<file path="src/rtl/xbar_pkg.sv">
// Shared types and constants for the configurable LUT-tile crossbar.
// Holds the config-chain state encoding and the ceil-log2 helper.
package xbar_pkg;

    localparam int XBAR_N_IN  = 38;
    localparam int XBAR_N_OUT = 50;

    typedef enum logic [1:0] {
        EMPTY   = 2'd0,
        LOADING = 2'd1,
        FULL    = 2'd2
    } cfg_state_t;

    // Ceiling log2; returns 0 for values <= 1.
    function automatic int clog2(input int value);
        int result;
        int v;
        result = 0;
        v      = value - 1;
        while (v > 0) begin
            result = result + 1;
            v      = v >> 1;
        end
        return result;
    endfunction

endpackage

</file>
<file path="src/rtl/xbar_cfg_chain.sv">
// Serial config chain: shadow shift register, bit counter / FSM, and the
// active store that is loaded atomically on an accepted commit.
module xbar_cfg_chain
    import xbar_pkg::*;
#(
    parameter int CFG_W = 300
) (
    input  logic             clk,
    input  logic             reset,
    input  logic             i_cfg_en,
    input  logic             i_cfg_in,
    input  logic             i_cfg_commit,
    output logic             o_cfg_out,
    output logic             o_cfg_full,
    output logic             o_cfg_err,
    output logic [CFG_W-1:0] o_active
);

    localparam int               CNT_W   = clog2(CFG_W + 1);
    localparam logic [CNT_W-1:0] CNT_MAX = CNT_W'(CFG_W);

    logic [CFG_W-1:0] r_shadow;
    logic [CFG_W-1:0] r_active;
    logic [CNT_W-1:0] r_cnt;
    cfg_state_t       r_state;
    logic             r_err;

    logic             w_commit_ok;
    logic [CNT_W-1:0] w_cnt_inc;

    // A commit coinciding with a shift is rejected so the copied image is never mid-slide.
    assign w_commit_ok = i_cfg_commit && (r_state == FULL) && !i_cfg_en;
    assign w_cnt_inc   = (r_cnt == CNT_MAX) ? r_cnt : r_cnt + CNT_W'(1);

    always_ff @(posedge clk or posedge reset) begin
        if (reset) begin
            r_shadow <= '0;
            r_active <= '0;
            r_cnt    <= '0;
            r_state  <= EMPTY;
            r_err    <= 1'b0;
        end else begin
            if (i_cfg_en) begin
                r_shadow <= {i_cfg_in, r_shadow[CFG_W-1:1]};
            end
            if (w_commit_ok) begin
                r_active <= r_shadow;
                r_cnt    <= '0;
                r_state  <= EMPTY;
                r_err    <= 1'b0;
            end else begin
                if (i_cfg_commit) begin
                    r_err <= 1'b1;
                end
                if (i_cfg_en) begin
                    r_cnt   <= w_cnt_inc;
                    r_state <= (w_cnt_inc == CNT_MAX) ? FULL : LOADING;
                end
            end
        end
    end

    assign o_cfg_out  = r_shadow[0];
    assign o_cfg_full = (r_state == FULL);
    assign o_cfg_err  = r_err;
    assign o_active   = r_active;

endmodule

</file>
<file path="src/rtl/xbar_cfg.sv">
// Runtime-configurable N_IN x N_OUT crossbar; each output picks one input
// via a select field held in the serially loaded config chain.
module xbar_cfg
    import xbar_pkg::*;
#(
    parameter int N_IN    = XBAR_N_IN,
    parameter int N_OUT   = XBAR_N_OUT,
    parameter int SEL_W   = clog2(N_IN),
    parameter int OUT_REG = 1
) (
    input  logic             clk,
    input  logic             reset,
    input  logic [N_IN-1:0]  io_xbar_in,
    output logic [N_OUT-1:0] io_xbar_out,
    input  logic             io_cfg_en,
    input  logic             io_cfg_in,
    output logic             io_cfg_out,
    input  logic             io_cfg_commit,
    output logic             io_cfg_full,
    output logic             io_cfg_err
);

    localparam int               CFG_W  = N_OUT * SEL_W;
    localparam logic [SEL_W:0]   N_IN_W = (SEL_W + 1)'(N_IN);

    logic [CFG_W-1:0] w_active;
    logic [N_OUT-1:0] w_mux;

    xbar_cfg_chain #(
        .CFG_W (CFG_W)
    ) u_chain (
        .clk          (clk),
        .reset        (reset),
        .i_cfg_en     (io_cfg_en),
        .i_cfg_in     (io_cfg_in),
        .i_cfg_commit (io_cfg_commit),
        .o_cfg_out    (io_cfg_out),
        .o_cfg_full   (io_cfg_full),
        .o_cfg_err    (io_cfg_err),
        .o_active     (w_active)
    );

    // Unused select codes (>= N_IN) route a constant 0 so the output is never X.
    for (genvar gi = 0; gi < N_OUT; gi++) begin : g_mux
        logic [SEL_W-1:0] w_sel;
        assign w_sel     = w_active[gi*SEL_W +: SEL_W];
        assign w_mux[gi] = ({1'b0, w_sel} < N_IN_W) ? io_xbar_in[w_sel] : 1'b0;
    end

    if (OUT_REG != 0) begin : g_out_reg
        logic [N_OUT-1:0] r_xbar_out;
        always_ff @(posedge clk or posedge reset) begin
            if (reset) begin
                r_xbar_out <= '0;
            end else begin
                r_xbar_out <= w_mux;
            end
        end
        assign io_xbar_out = r_xbar_out;
    end else begin : g_out_comb
        // Force zero during reset; the cleared store would otherwise route in[0].
        assign io_xbar_out = reset ? '0 : w_mux;
    end

endmodule

</file>
<file path="config.mk">
export PLATFORM = sky130hd
export DESIGN_NAME = xbar_cfg
export DESIGN_NICKNAME = d
export VERILOG_FILES = /design/src/rtl/xbar_pkg.sv /design/src/rtl/xbar_cfg_chain.sv /design/src/rtl/xbar_cfg.sv
export SDC_FILE = /design/constraint.sdc
export NUM_CORES = 2
export LEC_CHECK = 0
export CORE_MARGIN = 5
export CORE_UTILIZATION = 45
export DETAILED_ROUTE_END_ITERATION = 16
export PLACE_DENSITY_LB_ADDON = 0.08
export SLEW_MARGIN = 20
export SYNTH_ARGS = -nofsm -noshare
export SYNTH_HDL_FRONTEND = slang
export SYNTH_SLANG_ARGS = --single-unit
</file>
<file path="constraint.sdc">
create_clock -name clk -period 56.8 [get_ports clk]
set_clock_uncertainty 0.15 [all_clocks]
set_input_delay 8.52 -clock clk [delete_from_list [all_inputs] [get_ports clk]]
set_output_delay 8.52 -clock clk [all_outputs]
set_load 0.02 [all_outputs]
</file>
==> run summary <==
Vias/cell = 6.95
top cells by area, synth = dfrtp_1 40%, mux4_2 22%, mux2_2 18%
number of port buffers = 95
post-CTS resize count = 0
initial drt markers = 3290
final setup TNS = 0 ps
YS warnings = 0
Layout Utilization = 49.3%
worst-skew pair later-pin latency = 660 ps
final WL = 132 mm
Synth Cell Area = 0.0415 mm^2
Reg clk slew, reported paths = 60 ps
row cnt = 111
worst slack at placement = 43750 ps
final setup fails = 0
crit path time final = 12370 ps
RD Place Congestion = 0.795
drc violations = 0
CP Launch Point = io_cfg_en
CTS tree = yes
instance count of the mapped netlist = 3110
Critical Path Fanout Max = 151
core region area = 0.0915 mm^2
clock network power share = 46.1%
Hold Crit Start = u_chain.r_state[1]
cts bufs inserted = 78
share of cells above drive strength 1 = 43.1%
Synth cell types = 59
Max VDD drop = 0.0180 mV
DR WL/cell = 31.7 um
WP data required = 57160 ps
setup repair after global routing missed its margin = no
Pwr per Cell Area = 25.1 mW/mm^2
Clock Path Buffers = 3
initial antenna violation count = 12
Die ar. = 0.0983 mm^2
vias in the first global route = 29400
Post-synth EDFFs = 0
Initial Utilization = 45.3%
largest net degree at the start of global routing = 166
CP Capture Type = register
hpwl dp = 66.6 mm
CP Launch Type = input pin
type of the most critical hold path = reg -> reg
I/O pin count = 96
Psw = 293 uW
Synth Flop Type = dfrtp_1
Worst-Margin Slew = 1130 ps
Comb pwr share = 10.6%
synthesized area per cell = 13.3 um^2
top-area cell type share of the netlist area = 39.9%
final hold vios = 0
# Max-Cap Violations = 0
Setup CP Type = in -> reg
Worst EP arrival = 12730 ps
P_leak = 0.0180 uW
area leader, netlist = dfrtp_1
global-route wire length before repair = 197 mm
Net Count, Synth = 3155
post-CTS setup buffers = 0
cts hold-fix bufs = 0
Worst R2R Start = u_chain.r_state[0]
Die W = 314 um
register area share after synthesis = 39.9%
Int Power = 842 uW
Filler cells = 7747
Nets = 2943
grt ovf = 0
vias = 28800
total track usage = 26.4%
status = finished, final reports clean
Sequential Power Share = 43.3%
Layout area overhead = 8.87%
asr flop ratio synth = 100%
Pins Over Slew Limit = 0
setup ws final = 44430 ps
die height = 314 um
post-synthesis register bit count = 662
final antenna-violating net count = 0
H-tree depth = 3
Worst slew margin = 24.5%
Final period util = 21.8%
CTS Root Cell = clkbuf_16
Sink Count = 662
Net Sw Frac = 25.8%
drt pass-1 iters = 6
max frequency = 80.9 MHz
layout by cell type, fill, tap and decap left out, types with 23 or more instances in the layout:
master | netlist | routed
mux4_2 | 396 | 396
a311oi_1 | 26 | 26
inv_1 | 25 | 24
mux2_2 | 655 | 655
o21ai_0 | 96 | 96
dfrtp_1 | 662 | 662
mux2i_1 | 223 | 223
nor2b_1 | 52 | 52
nand2b_1 | 25 | 25
buf_4 | 0 | 67
a21oi_1 | 36 | 36
a211oi_1 | 24 | 24
nor2_1 | 71 | 71
clkbuf_8 | 0 | 23
clkbuf_16 | 0 | 81
nand3_1 | 38 | 38
nand3b_1 | 49 | 49
clkdlybuf4s50_1 | 0 | 56
nand2_1 | 51 | 51
worst max-delay path, cell delays in order:
cell and delay (ps):
buf_8 270, inv_1 310, and3_4 800, buf_12 630, buf_4 830, buf_4 680
mux2_2 410
kinds of logic (layout without fill, tap and decap cells):
| logic type | Yosys count | after routing | synth area share (%) |
|---|---|---|---|
| AOI/OAI and AO/OA | 320 | 320 | 5.31 |
| adders and majority gates | 3 | 3 | 0.0845 |
| buffers and inverters | 459 | 310 | 4.40 |
| DFF | 662 | 662 | 39.9 |
| muxes | 1276 | 1276 | 44.8 |
| other | 0 | 3 | 0 |
| and+or+nand+nor | 390 | 390 | 5.46 |
cell usage after synthesis, types with 14 or more instances:
| library cell | number |
|---|---|
| nand3b_1 | 49 |
| nand2_1 | 51 |
| a21oi_1 | 36 |
| nor3b_1 | 22 |
| nand4b_1 | 14 |
| nor2b_1 | 52 |
| a211oi_1 | 24 |
| a2111oi_0 | 22 |
| buf_1 | 27 |
| mux2_2 | 655 |
| inv_1 | 25 |
| clkbuf_1 | 348 |
| a22o_1 | 17 |
| nand2b_1 | 25 |
| nor3_1 | 14 |
| dfrtp_1 | 662 |
| buf_2 | 55 |
| a311oi_1 | 26 |
| o21ai_0 | 96 |
| mux4_2 | 396 |
| nor2_1 | 71 |
| nand3_1 | 38 |
| mux2i_1 | 223 |
through the flow:
stage	hold slack (ps)	total power, uW	cell area, um^2	instances
3_3_place_gp	305	616	42500	4004
2_1_floorplan	292	571	41500	3110
5_1_grt	353	1180	45100	4148
3_5_place_dp	314	618	42500	4004
6_report	329	1140	45100	4150
4_1_cts	326	1150	45100	4147
final timing paths:
path	to	slack (ps)	cells after the start
worst max-delay path	u_chain.o_active[102]	44430	7
worst min-delay path	u_chain.r_state[1]	330	1
worst max register to register	u_chain.o_active[102]	52320	6
worst min register to register	u_chain.r_state[1]	330	1
max in group asynchronous	u_chain.r_shadow[186]	45780	4
min in group asynchronous	io_xbar_out[16]	8260	2
final cells by class:
class | instances | area, um^2 | area share, %
multi-input combinational | 1989 | 23100 | 51.1
inverter | 25 | 101 | 0.224
clock inverter | 31 | 317 | 0.701
tap | 1186 | 1480 | 3.29
sequential | 662 | 16600 | 36.7
clock buffer | 112 | 2370 | 5.26
timing repair buffer | 142 | 1210 | 2.69
antenna | 3 | 7.51 | 0.0166
power groups by stage:
| stage | Combinational [uW] | Clock [uW] | Sequential [uW] |
|---|---|---|---|
| after floorplan | 71.1 | 0 | 500 |
| after global placement | 116 | 0 | 500 |
| after detailed placement | 118 | 0 | 500 |
| after CTS | 118 | 537 | 492 |
| after global routing | 126 | 556 | 493 |
| final | 120 | 523 | 492 |
metal layers:
layer  up-vias  part of all wire, %  GRT usage, %
met2      1674                   44          39.2
met4         0                  3.7          10.2
met1     15200                   42          38.0
met5         -                    0             0
li1      11600                    -             -
met3       337                  9.9          6.30
flip-flops by register name, summed over array words and instances (netlist names):
signal and cells:
u_chain.r_state 2, u_chain.o_active 300, u_chain.r_shadow 300, u_chain.o_cfg_err 1, io_xbar_out 50, u_chain.r_cnt 9
Power figures use the tool's default switching activity.
